--- src/rtl/pipelined_bk_adder.sv ---
// Three-stage pipelined Brent-Kung adder/subtractor with valid/ready handshake.
// S1 captures p/g, S2 holds the up-sweep result, S3 holds the down-sweep sum and flags.
module pipelined_bk_adder #(
    parameter int WIDTH = 16
) (
    input  logic             clk,
    input  logic             rst_n,
    input  logic             in_valid,
    output logic             in_ready,
    input  logic [WIDTH-1:0] a,
    input  logic [WIDTH-1:0] b,
    input  logic             cin,
    input  logic             sub,
    output logic             out_valid,
    input  logic             out_ready,
    output logic [WIDTH-1:0] sum,
    output logic             cout,
    output logic             ovf,
    output logic             zero
);
    localparam int LOG = $clog2(WIDTH);

    if (WIDTH < 4 || WIDTH > 64 || (1 << LOG) != WIDTH) begin : g_bad_width
        $error("pipelined_bk_adder: WIDTH must be a power of two in 4..64");
    end

    logic             en;
    logic             v1_q, v1_d, v2_q, v2_d, v3_q, v3_d;
    logic [WIDTH-1:0] bx;
    logic [WIDTH-1:0] p1_q, p1_d, g1_q, g1_d;
    logic             cin1_q, cin1_d;
    logic [WIDTH-1:0] p2_q, p2_d, gu2_q, gu2_d, pu2_q, pu2_d;
    logic             cin2_q, cin2_d;
    logic [WIDTH-1:0] sum_q, sum_d;
    logic             cout_q, cout_d, ovf_q, ovf_d, zero_q, zero_d;
    logic [WIDTH:0]   carry;

    logic [LOG:0][WIDTH-1:0]   ug, up;
    logic [LOG-1:0][WIDTH-1:0] dg, dp;

    // Single stall condition: only a held output beat can stop the pipe.
    assign en       = !(v3_q && !out_ready);
    assign in_ready = en;

    // Up-sweep: at level l, node i (i+1 a multiple of 2^(l+1)) absorbs node i-2^l.
    assign ug[0] = g1_q;
    assign up[0] = p1_q;
    for (genvar l = 0; l < LOG; l++) begin : g_up
        for (genvar i = 0; i < WIDTH; i++) begin : g_bit
            if (((i + 1) % (2 << l)) == 0) begin : g_node
                assign ug[l+1][i] = ug[l][i] | (up[l][i] & ug[l][i-(1<<l)]);
                assign up[l+1][i] = up[l][i] & up[l][i-(1<<l)];
            end else begin : g_pass
                assign ug[l+1][i] = ug[l][i];
                assign up[l+1][i] = up[l][i];
            end
        end
    end

    // Down-sweep fills in the remaining prefixes from the coarsest span back to the finest.
    assign dg[0] = gu2_q;
    assign dp[0] = pu2_q;
    for (genvar j = 0; j < LOG - 1; j++) begin : g_down
        localparam int L = LOG - 2 - j;
        for (genvar i = 0; i < WIDTH; i++) begin : g_bit
            if ((((i + 1) % (2 << L)) == (1 << L)) && (i >= (2 << L))) begin : g_node
                assign dg[j+1][i] = dg[j][i] | (dp[j][i] & dg[j][i-(1<<L)]);
                assign dp[j+1][i] = dp[j][i] & dp[j][i-(1<<L)];
            end else begin : g_pass
                assign dg[j+1][i] = dg[j][i];
                assign dp[j+1][i] = dp[j][i];
            end
        end
    end

    always_comb begin
        bx     = sub ? ~b : b;
        p1_d   = a ^ bx;
        g1_d   = a & bx;
        cin1_d = cin;
        v1_d   = in_valid;

        p2_d   = p1_q;
        gu2_d  = ug[LOG];
        pu2_d  = up[LOG];
        cin2_d = cin1_q;
        v2_d   = v1_q;

        // Carry-in acts as a generate below bit 0 of every prefix span.
        carry  = {dg[LOG-1] | (dp[LOG-1] & {WIDTH{cin2_q}}), cin2_q};
        sum_d  = p2_q ^ carry[WIDTH-1:0];
        cout_d = carry[WIDTH];
        ovf_d  = carry[WIDTH] ^ carry[WIDTH-1];
        zero_d = ~|sum_d;
        v3_d   = v2_q;
    end

    always_ff @(posedge clk) begin
        if (!rst_n) begin
            v1_q   <= 1'b0;
            v2_q   <= 1'b0;
            v3_q   <= 1'b0;
            p1_q   <= '0;
            g1_q   <= '0;
            cin1_q <= 1'b0;
            p2_q   <= '0;
            gu2_q  <= '0;
            pu2_q  <= '0;
            cin2_q <= 1'b0;
            sum_q  <= '0;
            cout_q <= 1'b0;
            ovf_q  <= 1'b0;
            zero_q <= 1'b0;
        end else if (en) begin
            v1_q   <= v1_d;
            v2_q   <= v2_d;
            v3_q   <= v3_d;
            p1_q   <= p1_d;
            g1_q   <= g1_d;
            cin1_q <= cin1_d;
            p2_q   <= p2_d;
            gu2_q  <= gu2_d;
            pu2_q  <= pu2_d;
            cin2_q <= cin2_d;
            sum_q  <= sum_d;
            cout_q <= cout_d;
            ovf_q  <= ovf_d;
            zero_q <= zero_d;
        end
    end

    assign out_valid = v3_q;
    assign sum       = sum_q;
    assign cout      = cout_q;
    assign ovf       = ovf_q;
    assign zero      = zero_q;

endmodule

--- config.mk ---
export PLATFORM = sky130hd
export DESIGN_NAME = pipelined_bk_adder
export DESIGN_NICKNAME = d
export VERILOG_FILES = /design/src/rtl/pipelined_bk_adder.sv
export SDC_FILE = /design/constraint.sdc
export NUM_CORES = 1
export LEC_CHECK = 0
export CAP_MARGIN = 20
export CORE_ASPECT_RATIO = 0.9
export CORE_MARGIN = 1.5
export CORE_UTILIZATION = 30
export CTS_CLUSTER_SIZE = 30
export DETAILED_ROUTE_END_ITERATION = 10
export DONT_BUFFER_PORTS = 1
export GPL_TIMING_DRIVEN = 0
export PLACE_DENSITY = 0.56
export SETUP_SLACK_MARGIN = 0.5
export SYNTH_ARGS = -nofsm -noshare
export SYNTH_HDL_FRONTEND = slang
export SYNTH_SLANG_ARGS = --single-unit
--- constraint.sdc ---
create_clock -name clk -period 1.75 [get_ports clk]
set_input_delay 0.35 -clock clk [delete_from_list [all_inputs] [get_ports clk]]
set_output_delay 0.35 -clock clk [all_outputs]
set_load 0.01 [all_outputs]
Word level (Yosys, flattened, before mapping)
Cells that the tools add are included.
{"block": "classes", "add_sub_neg": 0, "mul": 0, "n_div": 0, "n_lt_le_gt_ge": 0, "n_eq_ne": 0, "shift": 0, "mux": 1, "bitwise": 85, "n_reduce_logical": 5}
{"operator": "1-bit AND", "n": 52}
{"operator": "16-bit AND", "n": 2}
{"operator": "16-bit XOR", "n": 2}
{"operator": "1-bit OR", "n": 26}
{"operator": "16-bit 2-to-1 mux", "n": 1}
{"operator": "16-bit NOT", "n": 1}
{"operator": "16-bit OR", "n": 1}
{"operator": "16-bit OR reduction", "n": 1}
{"operator": "1-bit zero test", "n": 3}
{"operator": "1-bit logical AND", "n": 1}
{"operator": "1-bit XOR", "n": 1}
{"block": "totals", "regBits": 104, "latchBits": 0, "ramBits": 0, "romBits": 0, "output_inout_bits": 21, "word_cells": 105, "mem_count": 0}

Logic depth before layout (Yosys ltp)
Gate-level depths: netlist of the first run.
{"block": "depth", "depth_word": 10, "ltp_mapped": 7, "ltp_nobuf": 7}

Least setup slack after synthesis of the first run
No wires, ideal clock.
{"block": "synth_timing", "path_type": "flip-flop to flip-flop", "startpoint": "reg cin2_q", "endpoint": "reg zero_q, in the netlist zero", "setup_time_ns": 0.084, "arrival_ns": 1.756, "path_slack_ns": -0.090, "path_stages_with_launch": 8, "path_buffers": 0, "period_less_slack_ns": 1.840, "path_cell_list": "dfxtp_1 -> ha_1 -> nor2_1 -> xor2_1 -> and4b_1 -> nand4_1 -> or4b_1 -> o31ai_2"}
{"block": "synth_between", "elab_chain_len": 5}
{"element": "from (decl)", "line_no": "33", "rtl": "logic cin2_q, cin2_d;"}
{"element": "from (signal assigned)", "line_no": "124", "rtl": "cin2_q <= cin2_d;"}
{"element": "16-bit AND", "line_no": "90", "rtl": "carry = {dg[LOG-1] | (dp[LOG-1] & {WIDTH{cin2_q}}), cin2_q};"}
{"element": "16-bit OR", "line_no": "90"}
{"element": "16-bit XOR *", "line_no": "91", "rtl": "sum_d = p2_q ^ carry[WIDTH-1:0];"}
{"element": "16-bit OR reduction *", "line_no": "94", "rtl": "zero_d = ~|sum_d;"}
{"element": "1-bit zero test *", "line_no": "94"}
{"element": "to (signal assigned)", "line_no": "128", "rtl": "zero_q <= zero_d;"}
{"element": "to (decl)", "line_no": "35", "rtl": "logic cout_q, cout_d, ovf_q, ovf_d, zero_q, zero_d;"}
Mark *: on every way between the ends. The rest lies on a longest branch, timed or not.
A chain may end at the register's enable or synchronous reset.

Worst setup path in the final report of the first run
Same ends and word-level chain as after synthesis.

==> results of run 1 <==
==> metrics by stage <==
| step | util (%) | area (µm²) |
|---|---|---|
| finish | 49.6 | 6950 |
| detailed placement | 33.1 | 4640 |
| CTS | 45.7 | 6400 |
| global route | 49.6 | 6950 |
| global placement | 33.1 | 4640 |
| floorplan | - | 4400 |
==> final timing paths <==
path | from | endpoint | slack, ns | cells after the start
max reg2reg | cin2_q | zero | -0.24 | 6
min reg2reg | v1_q | v1_q | 0.46 | 2
max | cin2_q | zero | -0.24 | 6
min | cin | cin1_q | 0.13 | 2
==> flip-flops by register name, indices dropped and copies added, names as in the netlist <==
name	count
sum	16
zero	1
p1_q	16
pu2_q	8
gu2_q	16
cin2_q	1
out_valid	1
g1_q	16
p2_q	16
ovf	1
cout	1
v1_q	1
cin1_q	1
v2_q	1
==> final cells by class <==
type	instances	share of cell area [%]
timing repair buffer	54	11.3
clock inverter	7	1.13
multi-input combinational	380	45.3
tap	193	3.48
buffer	33	7.47
inverter	1	0.234
clock buffer	9	3.24
sequential	96	27.8
==> layout by cell type, fill, tap and decap left out, types with 7 or more instances in the layout <==
| cell type | instances |
|---|---|
| buf_8 | 9 |
| clkbuf_1 | 10 |
| dfxtp_1 | 91 |
| a21oi_2 | 8 |
| a21boi_2 | 36 |
| xnor2_2 | 7 |
| nand2_4 | 49 |
| o21ai_2 | 8 |
| a21o_1 | 9 |
| nand2_1 | 71 |
| buf_6 | 21 |
| nand2_2 | 42 |
| xor2_1 | 20 |
| a21boi_1 | 37 |
| ha_1 | 16 |
| clkbuf_16 | 30 |
| and2_1 | 12 |
| buf_4 | 10 |
==> cells in the mapped netlist (2+ instances only) <==
master	number	area share (%)
nor2_1	7	0.61
dfxtp_1	96	45
a21boi_0	74	13
xor2_1	21	4.3
o21a_1	3	0.52
and3_1	2	0.29
o211a_1	4	0.93
clkbuf_1	29	2.5
buf_1	4	0.35
o21ai_0	15	1.7
nor3_1	2	0.23
nand4_1	3	0.44
nand3_1	6	0.70
and2_1	12	1.7
a21oi_1	13	1.5
and4_1	2	0.41
ha_1	17	4.9
xnor2_1	10	2.0
nand2_1	162	14
a21o_1	10	1.7
nor2b_1	5	0.73
==> power by group through the flow <==
| stage | combinational [mW] | sequential [mW] | clock [mW] |
|---|---|---|---|
| 2_1_floorplan | 0.373 | 2.47 | 0 |
| 3_3_place_gp | 0.488 | 2.52 | 0 |
| 3_5_place_dp | 0.501 | 2.53 | 0 |
| 4_1_cts | 0.744 | 2.51 | 2.06 |
| 5_1_grt | 0.917 | 2.56 | 2.17 |
| 6_report | 0.845 | 2.55 | 2.07 |
==> repair_timing <==
item,in CTS,in global routing
endpoints found under the setup margin,97,97
cloned,16,0
pin swaps,59,61
buffers inserted,32,6
hold buffers,0,0
gates resized for setup,297,118
==> per-layer routing <==
metal / track usage, % / vias up
li1: - / 1839
met1: 26.2 / 1953
met2: 34.0 / 170
met3: 4.40 / 30
met4: 8.39 / 0
met5: 0 / -
==> cells by family (layout without fill, tap and decap cells) <==
kind of cell / count (synthesis) / in the layout
and+or+nand+nor: 206 / 206
xor gates and xnor gates: 31 / 31
DFF: 96 / 96
buffers and inverters: 34 / 104
AOI/OAI and AO/OA: 126 / 126
adders and majority gates: 17 / 17
==> worst reg2reg max path, stage by stage, from the launching register on <==
cell	delay [ns]
dfxtp_4	0.40
a211oi_4	0.34
nor3b_2	0.11
nor2_2	0.18
xnor2_2	0.12
or4_4	0.57
o31ai_2	0.21
==> impl_metrics.env, run 1 <==
export IMPL_root_buffer="clkbuf_16"
export IMPL_dieArea_um2=15100
export IMPL_clk_pin_slew_worst_paths_ns=0.07
export IMPL_synthesis_area_um2=4300
export IMPL_antenna_cells=0
export IMPL_leakage_nw=3.33
export IMPL_synth_compound_area_share_pct=20.9
export IMPL_crit_family="simple AND/OR/NAND/NOR gates"
export IMPL_path_buf_inv=0
export IMPL_rsz0062_at_grt="true"
export IMPL_dp_hpwl_um=8890
export IMPL_cts_sinks=96
export IMPL_cts_tree="done"
export IMPL_io_pins=59
export IMPL_power_frac_clock_pct=37.9
export IMPL_p_total_mw=5.47
export IMPL_register_area_um2=1930
export IMPL_critical_path_class="register to register"
export IMPL_fin_skew_ns=0.00957
export IMPL_place_congestion=0.836
export IMPL_cp_required_ns=2.03
export IMPL_worstPathMaxFanout=7
export IMPL_multi_input_area_um2=3150
export IMPL_synth_xor_area_share_pct=6.31
export IMPL_wl_met2_um=7400
export IMPL_grt_pass1_wl_um=23000
export IMPL_power_density_nw_per_um2=787
export IMPL_synth_adder_area_share_pct=4.94
export IMPL_core_area_um2=14000
export IMPL_arrival_ns=2.27
export IMPL_wl_met1_um=6560
export IMPL_worst_path_max_delay_cell="or4_4"
export IMPL_slew_viol_final=0
export IMPL_synth_top_family_by_area="compound AO/OA/AOI/OAI gates"
export IMPL_hold_violations=0
export IMPL_max_stage_delay_ns=0.56
export IMPL_fp_dieH_um=117
export IMPL_dp_cells=703
export IMPL_dr_pass1_iters=5
export IMPL_wl_per_cell_um=20.2
export IMPL_yosysWarningCount=0
export IMPL_vias_per_cell=5.16
export IMPL_switchingPower_mw=1.58
export IMPL_syn_nets=565
export IMPL_irDropWorstVdd_mv=0.572
export IMPL_drive_above_1_share_pct=46.7
export IMPL_ys_seq_area_share_pct=44.7
export IMPL_grt_overflow=0
export IMPL_fmax_mhz=502
export IMPL_rows=41
export IMPL_fin_nets=630
export IMPL_antenna_found_initial=0
export IMPL_grt_pass1_vias=4065
export IMPL_worst_pin_slew_ns=0.547
export IMPL_numPortBuffers=0
export IMPL_synth_ff_type="dfxtp_1"
export IMPL_post_route_drc_count=0
export IMPL_areaGrowthSynthToFinish_pct=61.4
export IMPL_vias=3992
export IMPL_hold_class="primary input to register"
export IMPL_internal_power_mw=3.89
export IMPL_violations="negative setup slack"
export IMPL_fin_crit_sh_pct=114
export IMPL_synth_cell_type_count=34
export IMPL_cp_start_kind="register"
export IMPL_wl_um=15600
export IMPL_slew_limit_headroom_pct=63.5
export IMPL_clk_latency_ns=0.36
export IMPL_grt_max_degree=18
export IMPL_start_util_pct=30.7
export IMPL_wl_met3_um=1230
export IMPL_combPwrFrac_pct=15.5
export IMPL_period_needed_ns=1.99
export IMPL_drv_cap=0
export IMPL_yosys_area_share_simple_pct=20.2
export IMPL_antenna_left=0
export IMPL_grt_usage_pct=20.6
export IMPL_async_reset_ff_share_pct=0
export IMPL_tns_ns=-0.243
export IMPL_sw_frac_of_total_pct=28.9
export IMPL_whs_ns=0.131
export IMPL_syn_avg_cell_area_um2=8.44
export IMPL_pre_cts_ws_ns=-0.266
export IMPL_drtIter0Drc=223
export IMPL_syn_inst=510
export IMPL_synth_seq_cells=96
export IMPL_cp_end_kind="register"
export IMPL_path_cells="a211oi_4 -> nor3b_2 -> nor2_2 -> xnor2_2 -> or4_4 -> o31ai_2"
export IMPL_synth_edf_count=0
export IMPL_synth_mux_area_share_pct=0
export IMPL_die_x_um=129
export IMPL_clk_path_buf_depth=2
export IMPL_top_layer_used="met4"
export IMPL_numCtsBuffers=9
export IMPL_pwr_share_seq_pct=46.7
export IMPL_n_fill_cell=1199
export IMPL_htree_levels=3
export IMPL_finalNonFillerCells=773
export IMPL_final_setup_viol_count=1
export IMPL_status="finished with violations"
export IMPL_worst_slack_ns=-0.243
Power figures use the tool's default switching activity.
==> run 2, diff against run 1 <==
SKIP_CTS_REPAIR_TIMING = 1   (was unset)
==> impl_metrics.env, run 2 (same netlist as run 1, synthesis figures left out) <==
export IMPL_vias=3767
export IMPL_multi_input_area_um2=2980
export IMPL_drive_above_1_share_pct=40.3
export IMPL_grt_pass1_vias=3362
export IMPL_antenna_cells=0
export IMPL_drtIter0Drc=258
export IMPL_slew_viol_final=0
export IMPL_finalNonFillerCells=759
export IMPL_io_pins=59
export IMPL_r2r_start="cin2_q"
export IMPL_grt_pass1_wl_um=18700
export IMPL_rows=41
export IMPL_violations="negative setup slack"
export IMPL_cp_required_ns=2.03
export IMPL_fmax_mhz=519
export IMPL_clk_latency_ns=0.36
export IMPL_worst_path_max_delay_cell="or4_4"
export IMPL_hold_violations=0
export IMPL_fin_nets=616
export IMPL_arrival_ns=2.21
export IMPL_worstPathMaxFanout=7
export IMPL_max_stage_delay_ns=0.51
export IMPL_worstReg2RegEnd="zero"
export IMPL_grt_max_degree=18
export IMPL_whs_ns=0.131
export IMPL_place_congestion=0.836
export IMPL_period_needed_ns=1.93
export IMPL_clk_pin_slew_worst_paths_ns=0.08
export IMPL_clk_path_buf_depth=2
export IMPL_worst_slack_ns=-0.177
export IMPL_power_density_nw_per_um2=836
export IMPL_fp_dieH_um=117
export IMPL_grt_overflow=0
export IMPL_status="finished with violations"
export IMPL_fin_crit_sh_pct=110
export IMPL_cp_start_kind="register"
export IMPL_final_common_cell="dfxtp_1"
export IMPL_slew_limit_headroom_pct=64.7
export IMPL_root_buffer="clkbuf_16"
export IMPL_areaGrowthSynthToFinish_pct=49.1
export IMPL_worst_pin_slew_ns=0.530
export IMPL_wl_um=14000
export IMPL_holdPathEnd="v1_q"
export IMPL_dp_cells=703
export IMPL_cts_tree="done"
export IMPL_fin_skew_ns=0.0111
export IMPL_core_area_um2=14000
export IMPL_rsz0062_at_grt="true"
export IMPL_worst_r2r_cell_count=6
export IMPL_htree_levels=3
export IMPL_hold_class="primary input to register"
export IMPL_min_delay_start="in_valid"
export IMPL_register_area_um2=1940
export IMPL_dp_hpwl_um=8890
export IMPL_dr_pass1_iters=4
export IMPL_die_x_um=129
export IMPL_vias_per_cell=4.96
export IMPL_numCtsBuffers=9
export IMPL_final_setup_viol_count=1
export IMPL_hold_depth=2
export IMPL_irDropWorstVdd_mv=0.521
export IMPL_leakage_nw=2.92
export IMPL_grt_usage_pct=16.6
export IMPL_start_util_pct=30.7
export IMPL_dieArea_um2=15100
export IMPL_drv_cap=0
export IMPL_post_route_drc_count=0
export IMPL_cts_sinks=96
export IMPL_antenna_left=0
export IMPL_cp_end_kind="register"
export IMPL_antenna_found_initial=0
export IMPL_numPortBuffers=0
export IMPL_layout_common_cells="dfxtp_1 (91), nand2_1 (83), a21boi_1 (43)"
export IMPL_n_fill_cell=1306
export IMPL_cp_startpoint="cin2_q"
export IMPL_critical_path_class="register to register"
export IMPL_ff2ff_setup_slack_ns=-0.18
export IMPL_p_total_mw=5.36
export IMPL_path_cells="a21o_4 -> a21o_1 -> a21oi_2 -> xnor2_1 -> or4_4 -> o31ai_2"
export IMPL_wl_per_cell_um=18.4
run 2: cell count changes in the layout (fill, tap and decap cells not counted), sizes merged:
cell,change
buf,-1
inv,+1
clkbuf,-13
clkinv,-1
run 2: cell type report:
type | instances | area share (%)
multi-input cells | 380 | 46.4
flip-flops and latches | 96 | 30.2
repair buffers | 40 | 8.79
plain buffers | 33 | 5.95
well taps | 193 | 3.76
clock buffers | 9 | 3.51
clock inverters | 7 | 1.23
inverters | 1 | 0.175
run 2: layer usage:
metal / up-vias / routed length (µm) / global-route usage, % / part of all wire (%)
li1: 1805 / - / - / -
met2: 130 / 6400 / 24.6 / 46
met5: - / 0 / 0 / 0
met1: 1812 / 6170 / 23.2 / 44
met3: 20 / 1150 / 4.21 / 8.2
met4: 0 / 257 / 6.29 / 1.8
run 2: critical path: cells and delay by family (launching register included):
family,cells,cell delay (ns)
compound gates,4,0.81
xor+xnor,1,0.14
flops,1,0.39
simple gates,1,0.51
run 2: worst max path at each step:
stage	depth (start not counted)	slack [ns]	to
after floorplan	7	-0.02	zero
after global placement	6	-0.25	zero
after detailed placement	6	-0.27	zero
after CTS	6	-0.28	zero
after global routing	6	-0.24	zero
final	6	-0.18	zero
run 2: metrics by stage:
stage          worst slack, ns  cell area, µm²  utilization, %  setup TNS [ns]
2_1_floorplan          -0.0212            4400               -         -0.0212
3_3_place_gp            -0.252            4640            33.1          -0.337
3_5_place_dp            -0.266            4640            33.1          -0.334
4_1_cts                 -0.278            4950            35.3          -0.470
5_1_grt                 -0.240            6420            45.8          -0.248
6_report                -0.177            6420            45.8          -0.177
run 2: report_power, final:
group	leakage [nW]	internal, mW	switching (mW)
Combinational	1.99	0.397	0.375
Sequential	0.790	2.33	0.200
Clock	0.139	1.12	0.945
Total	2.92	3.84	1.52
